<file path="config.mk">
export PLATFORM = sky130hd
export DESIGN_NAME = mem_port_arbiter_flat
export DESIGN_NICKNAME = d
export VERILOG_FILES = /design/src/rtl/core_pkg.sv /design/src/rtl/mem_port_arbiter_if.sv /design/src/rtl/mem_arb_pick.sv /design/src/rtl/mem_port_arbiter.sv /design/src/flat_wrapper.sv
export SDC_FILE = /design/constraint.sdc
export NUM_CORES = 1
export LEC_CHECK = 0
export ABC_CLOCK_PERIOD_IN_PS = 1800
export CAP_MARGIN = 10
export CORE_ASPECT_RATIO = 0.9
export CORE_MARGIN = 10
export CORE_UTILIZATION = 40
export CTS_CLUSTER_SIZE = 10
export DETAILED_ROUTE_END_ITERATION = 7
export HOLD_SLACK_MARGIN = 0.08
export PLACE_DENSITY_LB_ADDON = 0.05
export SLEW_MARGIN = 20
export SYNTH_ARGS = -nofsm -noshare
export SYNTH_HDL_FRONTEND = slang
export SYNTH_SLANG_ARGS = --single-unit
</file>
<file path="constraint.sdc">
create_clock -name clk -period 1.8 [get_ports clk]
set_clock_uncertainty 0.1 [all_clocks]
set_input_delay 0.27 -clock clk [delete_from_list [all_inputs] [get_ports clk]]
set_output_delay 0.27 -clock clk [all_outputs]
set_load 0.05 [all_outputs]
</file>
<file path="src/rtl/core_pkg.sv">
// ---------------------------------------------------------------------------
// core_pkg
// Shared types for the memory-port arbiter: FSM state encoding and the
// requester identifiers used by the winner-select logic and the last-grant
// register.
// Optional build macro MEM_ARB_ROUND_ROBIN_EN is consumed by the arbiter
// files, not by this package.
// ---------------------------------------------------------------------------
package core_pkg;

  typedef enum logic [1:0] {
    IDLE      = 2'd0,
    INST_BUSY = 2'd1,
    DATA_BUSY = 2'd2,
    RESP      = 2'd3
  } arb_state_t;

  typedef logic req_id_t;

  localparam req_id_t REQ_INST = 1'b0;
  localparam req_id_t REQ_DATA = 1'b1;

endpackage

</file>
<file path="src/rtl/mem_port_arbiter_if.sv">
// ---------------------------------------------------------------------------
// mem_port_arbiter_if
// Bundles the fetch, load/store and unified memory bus signals around the
// arbiter.
//   master : arbiter view (drives mem_* and the fetch/LSU completions)
//   slave  : environment view (core requesters and memory)
// Parameters: DATA_WIDTH (address/data width), BYTE_DATA_WIDTH (byte lanes).
// ---------------------------------------------------------------------------
interface mem_port_arbiter_if #(
  parameter int DATA_WIDTH      = 32,
  parameter int BYTE_DATA_WIDTH = DATA_WIDTH / 8
);

  // fetch side
  logic                       inst_req;
  logic [DATA_WIDTH-1:0]      inst_addr;
  logic                       inst_valid;
  logic [DATA_WIDTH-1:0]      inst_data;
  // load/store side
  logic                       data_req;
  logic                       data_we;
  logic [BYTE_DATA_WIDTH-1:0] byte_enable;
  logic [DATA_WIDTH-1:0]      data_addr;
  logic [DATA_WIDTH-1:0]      wdata;
  logic                       data_valid;
  logic [DATA_WIDTH-1:0]      rdata;
  // unified memory bus
  logic                       mem_req;
  logic                       mem_we;
  logic [BYTE_DATA_WIDTH-1:0] mem_be;
  logic [DATA_WIDTH-1:0]      mem_addr;
  logic [DATA_WIDTH-1:0]      mem_wdata;
  logic                       mem_ack;
  logic [DATA_WIDTH-1:0]      mem_rdata;

  modport master (
    input  inst_req, inst_addr,
    output inst_valid, inst_data,
    input  data_req, data_we, byte_enable, data_addr, wdata,
    output data_valid, rdata,
    output mem_req, mem_we, mem_be, mem_addr, mem_wdata,
    input  mem_ack, mem_rdata
  );

  modport slave (
    output inst_req, inst_addr,
    input  inst_valid, inst_data,
    output data_req, data_we, byte_enable, data_addr, wdata,
    input  data_valid, rdata,
    input  mem_req, mem_we, mem_be, mem_addr, mem_wdata,
    output mem_ack, mem_rdata
  );

endinterface

</file>
<file path="src/rtl/mem_arb_pick.sv">
// ---------------------------------------------------------------------------
// mem_arb_pick
// Combinational winner select between the fetch and LSU requesters.
// Build macro MEM_ARB_ROUND_ROBIN_EN: when defined, a tie goes to the
// requester not granted last (last_grant_i port present); otherwise a tie
// always goes to the LSU.
// Ports:
//   inst_req_i, data_req_i : pending requests
//   last_grant_i           : previous winner (round-robin build only)
//   grant_valid_o          : at least one request pending
//   grant_id_o             : winner (REQ_INST / REQ_DATA)
// ---------------------------------------------------------------------------
module mem_arb_pick
  import core_pkg::*;
(
  input  logic    inst_req_i,
  input  logic    data_req_i,
`ifdef MEM_ARB_ROUND_ROBIN_EN
  input  req_id_t last_grant_i,
`endif
  output logic    grant_valid_o,
  output req_id_t grant_id_o
);

  always_comb begin
    grant_valid_o = inst_req_i | data_req_i;
    grant_id_o    = REQ_DATA;
    if (inst_req_i && data_req_i) begin
`ifdef MEM_ARB_ROUND_ROBIN_EN
      grant_id_o = (last_grant_i == REQ_INST) ? REQ_DATA : REQ_INST;
`else
      grant_id_o = REQ_DATA;
`endif
    end else if (inst_req_i) begin
      grant_id_o = REQ_INST;
    end
  end

endmodule

</file>
<file path="src/rtl/mem_port_arbiter.sv">
// ---------------------------------------------------------------------------
// mem_port_arbiter
// Shares one memory bus between instruction fetch and load/store. One
// transaction at a time: grant, register the command, hold mem_req until
// mem_ack, then pulse the owner's valid for one cycle with registered data.
// Build macro MEM_ARB_ROUND_ROBIN_EN selects round-robin tie breaking
// (default: LSU wins ties, no last-grant register).
// Ports:
//   clk : rising-edge clock
//   rst : asynchronous active-low reset
//   bus : mem_port_arbiter_if.master (fetch, LSU and memory bus signals)
// All outputs come straight from flops.
// ---------------------------------------------------------------------------
module mem_port_arbiter
  import core_pkg::*;
#(
  parameter int DATA_WIDTH      = 32,
  parameter int BYTE_DATA_WIDTH = DATA_WIDTH / 8
) (
  input  logic                 clk,
  input  logic                 rst,
  mem_port_arbiter_if.master   bus
);

  arb_state_t                 state_q;
  logic                       mem_req_q;
  logic                       mem_we_q;
  logic [BYTE_DATA_WIDTH-1:0] mem_be_q;
  logic [DATA_WIDTH-1:0]      mem_addr_q;
  logic [DATA_WIDTH-1:0]      mem_wdata_q;
  logic                       inst_valid_q;
  logic                       data_valid_q;
  logic [DATA_WIDTH-1:0]      inst_data_q;
  logic [DATA_WIDTH-1:0]      rdata_q;

  logic                       grant_valid;
  req_id_t                    grant_id;

`ifdef MEM_ARB_ROUND_ROBIN_EN
  req_id_t                    last_grant_q;
`endif

  mem_arb_pick u_pick (
    .inst_req_i    (bus.inst_req),
    .data_req_i    (bus.data_req),
`ifdef MEM_ARB_ROUND_ROBIN_EN
    .last_grant_i  (last_grant_q),
`endif
    .grant_valid_o (grant_valid),
    .grant_id_o    (grant_id)
  );

  // state | meaning
  // IDLE      | waiting for a request; mem_ack ignored
  // INST_BUSY | fetch command on the bus, waiting for mem_ack
  // DATA_BUSY | load/store command on the bus, waiting for mem_ack
  // RESP      | one-cycle valid pulse; no grant so a held req is not reissued
  always_ff @(posedge clk or negedge rst) begin
    if (!rst) begin
      state_q      <= IDLE;
      mem_req_q    <= 1'b0;
      mem_we_q     <= 1'b0;
      mem_be_q     <= '0;
      mem_addr_q   <= '0;
      mem_wdata_q  <= '0;
      inst_valid_q <= 1'b0;
      data_valid_q <= 1'b0;
      inst_data_q  <= '0;
      rdata_q      <= '0;
`ifdef MEM_ARB_ROUND_ROBIN_EN
      last_grant_q <= REQ_DATA;
`endif
    end else begin
      case (state_q)
        IDLE: begin
          if (grant_valid) begin
            mem_req_q <= 1'b1;
`ifdef MEM_ARB_ROUND_ROBIN_EN
            last_grant_q <= grant_id;
`endif
            if (grant_id == REQ_DATA) begin
              state_q     <= DATA_BUSY;
              mem_we_q    <= bus.data_we;
              mem_be_q    <= bus.byte_enable;
              mem_addr_q  <= bus.data_addr;
              mem_wdata_q <= bus.wdata;
            end else begin
              state_q     <= INST_BUSY;
              mem_we_q    <= 1'b0;
              mem_be_q    <= '1;
              mem_addr_q  <= bus.inst_addr;
              mem_wdata_q <= '0;
            end
          end
        end
        INST_BUSY: begin
          if (bus.mem_ack) begin
            inst_data_q  <= bus.mem_rdata;
            inst_valid_q <= 1'b1;
            mem_req_q    <= 1'b0;
            state_q      <= RESP;
          end
        end
        DATA_BUSY: begin
          // Read data is captured on stores too; the LSU just ignores it.
          if (bus.mem_ack) begin
            rdata_q      <= bus.mem_rdata;
            data_valid_q <= 1'b1;
            mem_req_q    <= 1'b0;
            state_q      <= RESP;
          end
        end
        RESP: begin
          inst_valid_q <= 1'b0;
          data_valid_q <= 1'b0;
          state_q      <= IDLE;
        end
        default: state_q <= IDLE;
      endcase
    end
  end

  assign bus.mem_req    = mem_req_q;
  assign bus.mem_we     = mem_we_q;
  assign bus.mem_be     = mem_be_q;
  assign bus.mem_addr   = mem_addr_q;
  assign bus.mem_wdata  = mem_wdata_q;
  assign bus.inst_valid = inst_valid_q;
  assign bus.inst_data  = inst_data_q;
  assign bus.data_valid = data_valid_q;
  assign bus.rdata      = rdata_q;

endmodule

</file>
<file path="src/flat_wrapper.sv">
// flat-port wrapper written by rule: the top's interface ports become plain ports
module mem_port_arbiter_flat import core_pkg::*;
#(
  parameter int DATA_WIDTH      = 32,
  parameter int BYTE_DATA_WIDTH = DATA_WIDTH / 8
)
  (clk, rst, bus_inst_req, bus_inst_addr, bus_inst_valid, bus_inst_data, bus_data_req, bus_data_we, bus_byte_enable, bus_data_addr, bus_wdata, bus_data_valid, bus_rdata, bus_mem_req, bus_mem_we, bus_mem_be, bus_mem_addr, bus_mem_wdata, bus_mem_ack, bus_mem_rdata);
  mem_port_arbiter_if #(.DATA_WIDTH(DATA_WIDTH), .BYTE_DATA_WIDTH(BYTE_DATA_WIDTH)) bus_i ();
  input  logic clk;
  input  logic rst;
  input wire logic [$bits(bus_i.inst_req)-1:0] bus_inst_req;
  input wire logic [$bits(bus_i.inst_addr)-1:0] bus_inst_addr;
  output wire logic [$bits(bus_i.inst_valid)-1:0] bus_inst_valid;
  output wire logic [$bits(bus_i.inst_data)-1:0] bus_inst_data;
  input wire logic [$bits(bus_i.data_req)-1:0] bus_data_req;
  input wire logic [$bits(bus_i.data_we)-1:0] bus_data_we;
  input wire logic [$bits(bus_i.byte_enable)-1:0] bus_byte_enable;
  input wire logic [$bits(bus_i.data_addr)-1:0] bus_data_addr;
  input wire logic [$bits(bus_i.wdata)-1:0] bus_wdata;
  output wire logic [$bits(bus_i.data_valid)-1:0] bus_data_valid;
  output wire logic [$bits(bus_i.rdata)-1:0] bus_rdata;
  output wire logic [$bits(bus_i.mem_req)-1:0] bus_mem_req;
  output wire logic [$bits(bus_i.mem_we)-1:0] bus_mem_we;
  output wire logic [$bits(bus_i.mem_be)-1:0] bus_mem_be;
  output wire logic [$bits(bus_i.mem_addr)-1:0] bus_mem_addr;
  output wire logic [$bits(bus_i.mem_wdata)-1:0] bus_mem_wdata;
  input wire logic [$bits(bus_i.mem_ack)-1:0] bus_mem_ack;
  input wire logic [$bits(bus_i.mem_rdata)-1:0] bus_mem_rdata;
  assign bus_i.inst_req = bus_inst_req;
  assign bus_i.inst_addr = bus_inst_addr;
  assign bus_inst_valid = bus_i.inst_valid;
  assign bus_inst_data = bus_i.inst_data;
  assign bus_i.data_req = bus_data_req;
  assign bus_i.data_we = bus_data_we;
  assign bus_i.byte_enable = bus_byte_enable;
  assign bus_i.data_addr = bus_data_addr;
  assign bus_i.wdata = bus_wdata;
  assign bus_data_valid = bus_i.data_valid;
  assign bus_rdata = bus_i.rdata;
  assign bus_mem_req = bus_i.mem_req;
  assign bus_mem_we = bus_i.mem_we;
  assign bus_mem_be = bus_i.mem_be;
  assign bus_mem_addr = bus_i.mem_addr;
  assign bus_mem_wdata = bus_i.mem_wdata;
  assign bus_i.mem_ack = bus_mem_ack;
  assign bus_i.mem_rdata = bus_mem_rdata;
  mem_port_arbiter #(.DATA_WIDTH(DATA_WIDTH), .BYTE_DATA_WIDTH(BYTE_DATA_WIDTH)) u_core (.clk(clk), .rst(rst), .bus(bus_i));
endmodule
</file>
# Yosys cells after proc, flatten, opt, wreduce, memory -nomap -nowiden
# Index checks and enable logic that the tools add are counted.
# W data, S select, Z words.
totals:
  input_bits: 138
  wordCells: 47
  ff_bits: 138
op_classes:
  n_reduce_logical: 13
  mux: 16
  bitwise: 1
  n_eq_ne: 7
ops:
  columns: ["operator", "count"]
  rows:
  - ["$mux W32", 2]
  - ["$reduce_and A2 Y1", 6]
  - ["$mux W1", 6]
  - ["$mux W2", 3]
  - ["$pmux W1 S2", 3]
  - ["$pmux W2 S3", 1]
  - ["$reduce_bool A2 Y1", 3]
  - ["$eq A2 B2 Y1 const B", 2]
  - ["$mux W4", 1]
  - ["$ne A2 B1 Y1 const B", 2]
  - ["$ne A2 B2 Y1 const B", 2]
  - ["$reduce_and A3 Y1", 1]
  - ["$eq A2 B1 Y1 const B", 1]
  - ["$logic_not A2 Y1", 1]
  - ["$reduce_or A2 Y1", 1]
  - ["$logic_and A1 B1 Y1", 1]
  - ["$or A1 B1 Y1", 1]

# Logic depth before layout (Yosys ltp)
depth:
  depth_word: 5
  mapped_depth: 7

# Modules after synthesis
# From an unflattened synthesis, not the netlist that was laid out.
unflattened:
  cells_unflattened: 470
  area_unflattened_um2: 5865.6
by_module_without_submodules:
  columns: ["mod", "cells_each", "area_per_inst_um2", "n_inst"]
  rows:
  - ["mem_port_arbiter", 468, 5853.1, 1]
  - ["mem_arb_pick", 2, 12.5, 1]

# Least setup slack after synthesis
# OpenSTA, ideal clock, no wires.
synth_path:
  path_kind: "reg2reg"
  from: "reg u_core.state_q[0]"
  to: "reg u_core.state_q[1]"
  setup_ns: 0.125
  arrival_ns: 1.398
  required_time_ns: 1.575
  path_slack_ns: 0.178
  period_less_slack_ns: 1.622
  path_stages_with_launch: 6
  cell_sequence: "dfrtp_1 inv_1 ha_1 nor2b_1 a21oi_2 mux2_2"
synth_between:
  elab_chain_cells: 4
  elab_cells_between_ends: 9
  cone_classes: "eq/ne (5); mux (1); reduce/logical (3)"
synth_rtl:
  columns: ["item", "line", "source"]
  rows:
  - ["start, declared", "mem_port_arbiter.sv:25", "arb_state_t state_q;"]
  - ["start signal, assigned", "mem_port_arbiter.sv:60", "state_q <= IDLE;"]
  - ["start signal, assigned", "mem_port_arbiter.sv:82", "state_q <= DATA_BUSY;"]
  - ["start signal, assigned", "mem_port_arbiter.sv:88", "state_q <= INST_BUSY;"]
  - ["$eq A2 B1 Y1 / $eq A2 B2 Y1 (equally long branches)", "mem_port_arbiter.sv:74", "case (state_q)"]
  - ["$reduce_or A2 Y1 (no line)", null, null]
  - ["$ne A2 B1 Y1 (no line)", null, null]
  - ["$reduce_and A2 Y1 (no line)", null, null]
# Several ways; a longest one is shown, not always the timed one.
# A chain may end at the register's enable or synchronous reset.

# Worst setup path in the final report
# Ends and elaborated chain as after synthesis.

==> results <==
-- registers in the layout (all words and copies together) (netlist names) --
| register | flops |
|---|---|
| u_core.bus.data_valid | 1 |
| u_core.bus.inst_data | 32 |
| u_core.bus.inst_valid | 1 |
| u_core.bus.mem_addr | 32 |
| u_core.bus.mem_be | 4 |
| u_core.bus.mem_req | 1 |
| u_core.bus.mem_wdata | 32 |
| u_core.bus.mem_we | 1 |
| u_core.bus.rdata | 32 |
| u_core.state_q | 2 |
-- Yosys cell counts --
library cell / number
mux2i_1: 34
mux2_2: 5
buf_2: 16
ha_1: 5
nor2b_1: 3
buf_6: 3
nor2_1: 2
o21ai_1: 29
o21ba_2: 1
dfrtp_1: 138
a22o_1: 33
buf_4: 2
a21oi_2: 1
a21oi_1: 4
o21ai_2: 1
o22a_1: 4
mux2_1: 60
inv_1: 2
nand2_2: 2
clkbuf_1: 3
o21ai_0: 3
and2_1: 1
o22ai_1: 2
nand2_1: 35
-- report_power, final --
group / switching [mW] / internal, mW / total [mW] / leakage (nW)
clock network: 1.31 / 2.06 / 3.36 / 0.267
registers: 0.811 / 4.59 / 5.40 / 1.68
logic: 7.27 / 3.53 / 10.8 / 2.10
total: 9.39 / 10.2 / 19.6 / 4.05
-- cells by family after synthesis --
kind of cell | synth area share (%)
AO/OA/AOI/OAI | 9.97
flip-flops | 63.3
buffers and inverters | 2.71
multiplexers | 19.7
adder cells (fa/ha/maj) | 1.15
AND/OR/NAND/NOR | 3.23
-- critical path, cell delays in order (launching register included) --
cell and delay, ps:
dfrtp_1 400, inv_1 180, ha_4 240, nor2b_1 150
a21oi_2 140, mux2_2 350
-- worst paths after layout --
kind,from,endpoint,cells past startpoint
worst max-delay path,u_core.state_q[0],u_core.state_q[1],5
worst min-delay path,rst,u_core.bus.inst_data[22],2
worst max register to register,u_core.state_q[0],u_core.state_q[1],5
worst min register to register,u_core.bus.mem_addr[20],u_core.bus.mem_addr[20],2
max in group asynchronous,rst,u_core.bus.rdata[4],3
min in group clk,bus_byte_enable[3],u_core.bus.mem_be[3],2
-- layout make-up --
cell class	instances	area, um^2
Multi-Input combinational cell	225	1880
Inverter	2	7.51
Sequential cell	138	3450
Fill cell	1049	4570
Timing Repair Buffer	293	2670
Clock buffer	19	443
Clock inverter	12	126
Tap cell	168	210
-- stage by stage --
stage | power (mW) | TNS [ps] | worst slack [ps]
final | 19.6 | 0 | 136
after global placement | 16.1 | 0 | 19.9
after floorplan | 12.5 | 0 | 178
after CTS | 19.8 | 0 | 77.7
after global routing | 20.5 | 0 | 35.1
after detailed placement | 16.3 | -91.0 | -32.9
-- routing by layer --
metal / up-vias / track usage [%] / wire (um) / share of wire, %
met1: 1961 / 20.2 / 6440 / 38
met4: 0 / 7.52 / 420 / 2.5
met2: 180 / 28.0 / 8010 / 48
li1: 1969 / - / - / -
met5: - / 0 / 0 / 0
met3: 27 / 8.51 / 1870 / 11
-- cells in the final DEF (no fill, tap or decap), types with 5 or more instances in the layout --
cell / n
buf_12: 10
nand2_1: 35
clkbuf_16: 17
mux2i_1: 34
dfrtp_1: 138
mux2_2: 5
buf_4: 145
clkdlybuf4s50_1: 136
o21ai_1: 29
mux2_1: 60
clkinvlp_4: 5
a22o_1: 33
-- repair_timing --
action | in CTS | in global routing
setup buffers | 0 | 1
endpoints found under the setup margin | 0 | 1
hold buffers | 1 | 0
resized for setup | 0 | 1
endpoints found under the hold margin | 138 | 0
==> run metrics <==
Post-Syn Nets=532; Fmax=0.601 GHz; crit end category=flip-flop; min cycle time layout=1660 ps; reg2reg setup slack=140 ps; final hold slack=237 ps; DRC=0; DR pass1 iterations=4; sequential share of the synthesized area=63.3%; post-synthesis register bit count=138; Layout Cells excl Fill=857; static leakage=4.05 nW; cell area after layout=0.00879 mm^2; total track usage=17.7%; CP Max Fanout=4; Avg Inst Size Synth=14.0 um^2; crit path kind=flip-flop to flip-flop; Vias=4137; Post-DP Area=0.00820 mm^2; RSZ-0062 raised after global routing=no; die width=143 um; Slew Viols, Final=0; H-tree level count=4; Placed Cells=a little over 800; wirelength, routed=16700 um; clock latency on the worst-skew pair=410 ps; Die Y=131 um; Post-Syn Area=0.00546 mm^2; Crit path required time=2000 ps; Distinct cells, synth=24; global-route wire length before repair=25300 um; pin count of the biggest net entering global routing=43; hold violation count in the final report=0; vias in the first global route=approximately 4.5k; Synth area leader=dfrtp_1; Reg clk slew, reported paths=60 ps; Final Wtd Congestion=0.738; Synth warnings=0; Hold Path Class=input port to async pin; Mapped Cells=around 390; # diodes=0; Vias/cell=between 4 and 5; die area=0.0187 mm^2; area delta synth->final=61.2%; most area-consuming cells after synthesis=dfrtp_1 63%, mux2_1 12%, mux2i_1 6.2%, a22o_1 5.3%, o21ai_1 2.7%; initial antenna violation count=0; Initial Utilization=40.8%; layout cells sized above 1=28.7%; Max VDD drop=0.00114 V; Post-DP HPWL=13100 um; period utilisation layout=between 90% and 100%; GRT overflow=0; Final ANT Viol Nets=0; status=finished clean; TritonCTS buffer count=17; WL/cell=19.5 um; CTS max path bufs=2; Post-layout nets=820; actual slew at the worst max-slew pin=396 ps; cell row count=40; WP data arrival=1860 ps; Port Buffers=~270; top-area cell type share of the netlist area=a little over three fifths; Max Cap Violations=0; pwr dens=2220 mW/mm^2; startpoint types=flip-flop; Final Setup Violations=0; clock tree root buffer cell=clkbuf_16; I/O pins=between 200 and 300; core area=0.0134 mm^2; CTS tree=done; post-layout util=65.8%; Rel. slew slack=73.6%; clock sinks=138; Iter 0 DRT Violations=slightly below 200
No activity file was read; power rests on OpenSTA's default activity.
==> RTL edit 1: new RTL, same flow settings <==
The option `MEM_ARB_ROUND_ROBIN_EN` is turned on by a define.
--- a/src/rtl/mem_arb_pick.sv
+++ b/src/rtl/mem_arb_pick.sv
@@ -10,6 +10,8 @@
 //   grant_valid_o          : at least one request pending
 //   grant_id_o             : winner (REQ_INST / REQ_DATA)
 // ---------------------------------------------------------------------------
+`define MEM_ARB_ROUND_ROBIN_EN
+
 module mem_arb_pick
   import core_pkg::*;
 (
Check against the original RTL: not equivalent (a bounded check fails within 4 cycles, from zero or initial values and one cycle with rst low).
==> RTL edit 1 against the original RTL <==
Routed wire length grew 12%. Setup slack worse by 0.052 ns. Total power grew 5.9%. Critical path depth up 1. Design area rose by 2.4%. Synthesized area increased by 2.9%. Sequential cell count up 1. Non-clock buffer count up 11. Critical endpoint is now u_core.bus.inst_data[15]$_DFFE_PN0P_. Highest routed layer unchanged.
==> RTL edit 1: results <==
export IMPL_status="complete, no violations"
export IMPL_final_nonclk_buf_share_pct=30.28
export IMPL_crit_path_max_incr_delay_ns=0.37
export IMPL_synth_commonest_cells="138 x dfrtp_1, 65 x mux2_2, 36 x a21oi_1, 33 x a22o_1, 33 x nor2_1"
export IMPL_power_frac_comb_pct=56.4
export IMPL_ys_ff_latch=139
export IMPL_cp_endpoint="u_core.bus.inst_data[15]$_DFFE_PN0P_"
export IMPL_worstPathMaxFanout=18
export IMPL_multi_input_area_share_pct=21.56
export IMPL_tightest_slew_ns=0.5346
export IMPL_clock_cell_area_share_pct=6.681
export IMPL_grt_pass1_wl_um=28800
export IMPL_drive_gt1_share_pct=36.62
export IMPL_synth_nets=580
export IMPL_place_inst=899
export IMPL_dr_wl_met2_um=9339
export IMPL_gp_congestion=0.8805
export IMPL_critPathArrivalTime_ns=1.91
export IMPL_wl_met3_um=1977
export IMPL_syn_inst=437
export IMPL_coreArea_um2=13900
export IMPL_synth_distinct_cells=28
export IMPL_start_util_pct=40.39
export IMPL_nNetsFinal=870
export IMPL_met2_usage_pct=32.29
export IMPL_crit_start="u_core.state_q[1]$_DFFE_PN0P_"
export IMPL_yosysSeqAreaShare_pct=61.97
export IMPL_gr_usage_met3_pct=8.970
export IMPL_nNonClkBuffers=304
export IMPL_final_period_utilization_pct=95.35
export IMPL_num_vias=4700
export IMPL_use_met1_pct=21.86
export IMPL_cellLeakagePower_nw=4.035
export IMPL_worst_r2r_cell_count=6
export IMPL_pg_comb_mw=11.7
export IMPL_pre_cts_ws_ns=-0.3062
export IMPL_inverters=4
export IMPL_wl_met1_um=7234
export IMPL_worstReg2RegStart="u_core.state_q[1]$_DFFE_PN0P_"
export IMPL_area_growth_pct=60.41
[RTL edit 1: cells by family after synthesis]
group                      share of synthesized area [%]
buffers and inverters                              3.765
AOI/OAI and AO/OA                                  16.89
and+or+nand+nor                                    3.053
adders and majority gates                          1.114
muxes                                              13.21
DFF                                                61.97
[RTL edit 1: worst min path at each step]
stage | endpoint | slack [ns]
after floorplan | u_core.bus.data_valid$_DFFE_PN0P_ | -0.13
final | u_core.bus.mem_wdata[20]$_DFFE_PN0P_ | 0.26
after detailed placement | u_core.bus.mem_wdata[20]$_DFFE_PN0P_ | 0.16
after global routing | u_core.bus.mem_wdata[20]$_DFFE_PN0P_ | 0.28
after global placement | u_core.bus.mem_wdata[14]$_DFFE_PN0P_ | 0.16
after CTS | u_core.bus.mem_wdata[20]$_DFFE_PN0P_ | 0.28
[RTL edit 1: repair_timing]
action	in CTS	in global routing
hold buffers	1	0
pin swaps	0	0
gates cloned	1	0
setup endpoints to repair	33	14
hold endpoints to repair	47	0
resized for setup	1	4
==> RTL edit 2: new RTL, same settings <==
Made on the original files. The 4 states of `arb_state_t` get a one-hot encoding in 4 bits.
--- a/src/rtl/core_pkg.sv
+++ b/src/rtl/core_pkg.sv
@@ -8,11 +8,11 @@
 // ---------------------------------------------------------------------------
 package core_pkg;
 
-  typedef enum logic [1:0] {
-    IDLE      = 2'd0,
-    INST_BUSY = 2'd1,
-    DATA_BUSY = 2'd2,
-    RESP      = 2'd3
+  typedef enum logic [3:0] {
+    IDLE      = 4'b0001,
+    INST_BUSY = 4'b0010,
+    DATA_BUSY = 4'b0100,
+    RESP      = 4'b1000
   } arb_state_t;
 
   typedef logic req_id_t;
Check against the original RTL: same outputs for any inputs over 4 cycles, from zero or initial values and one cycle with rst low; so few cycles prove little.
==> RTL edit 2 against the original RTL <==
Design area is 3.7% higher. Total power increased by 2.2%. Routed wire length rose by 1.4%. Sequential cell count up 2. Synthesized area rose by 3.0%. Count of clock-buffer cells in the layout rose by 6. Critical path depth down 1. First-iteration DRC count shrank 31%. Setup slack worse by 0.12 ns. Non-clock buffer count up 7. Worst hold slack got worse by 0.067 ns.
==> RTL edit 2: results <==
export IMPL_status="complete, no violations"
export IMPL_p_clk_mw=3.51
export IMPL_synth_distinct_cells=27
export IMPL_syn_inst=352
export IMPL_max_slew_margin_pct=77.48
export IMPL_dr_wl_met2_um=8465
export IMPL_critPathArrivalTime_ns=1.99
export IMPL_whs_ns=0.1703
export IMPL_synth_area_leaders="dfrtp_1 62%, mux2_2 24%, a22o_1 5.1%"
export IMPL_r2r_end="u_core.bus.mem_addr[0]$_DFFE_PN0P_"
export IMPL_cellLeakagePower_nw=4.235
export IMPL_gr_usage_met3_pct=8.725
export IMPL_wl_um=16970
export IMPL_place_area_um2=8376
export IMPL_worst_r2r_cell_count=4
export IMPL_use_met1_pct=19.42
export IMPL_postCtsSetupBuffers=1
export IMPL_worstPathMaxFanout=12
export IMPL_wl_met3_um=1598
export IMPL_synth_nets=490
export IMPL_final_period_utilization_pct=99.20
export IMPL_ir_drop_mv=1.200
export IMPL_gr_usage_all_layers_pct=17.41
export IMPL_nNetsFinal=788
export IMPL_fillerInstances=1062
export IMPL_detailed_place_hpwl_um=13090
export IMPL_grt_max_degree=55
export IMPL_gp_congestion=0.7710
export IMPL_p_sw_share_pct=45.24
export IMPL_grt_pass1_wl_um=26280
export IMPL_crit_slowest_cell="dfrtp_2"
export IMPL_yosysSeqAreaShare_pct=62.36
export IMPL_power_frac_comb_pct=55.5
export IMPL_place_inst=820
export IMPL_crit_path_max_incr_delay_ns=0.45
-- RTL edit 2: changes by cell type in the layout (fill, tap and decap cells not counted), moves of 4 or more --
cell / before / now
mux2_2: 5 / 101
mux2_1: 60 / 5
mux2i_1: 34 / 0
nand2_1: 35 / 5
o21ai_1: 29 / 0
mux2_4: 0 / 22
buf_4: 145 / 151
clkbuf_8: 1 / 6
a21oi_1: 4 / 0
clkinvlp_4: 5 / 1
ha_1: 4 / 0
-- RTL edit 2: layout make-up --
class                   instances  area [um2]  share of cell area (%)
clock buffers                  25       515.5                   5.654
clock inverters                 6       82.58                  0.9057
inverters                       1       3.754                 0.04117
multi-input cells             190        2052                   22.51
flip-flops and latches        140        3507                   38.47
well taps                     193       241.5                   2.649
repair buffers                300        2715                   29.78
-- RTL edit 2: cells by family after synthesis --
group | after synthesis | synth area share (%)
multiplexers | 128 | 25.85
buffers and inverters | 22 | 2.605
AO/OA/AOI/OAI | 47 | 7.168
flip-flops | 140 | 62.36
AND/OR/NAND/NOR | 15 | 2.026
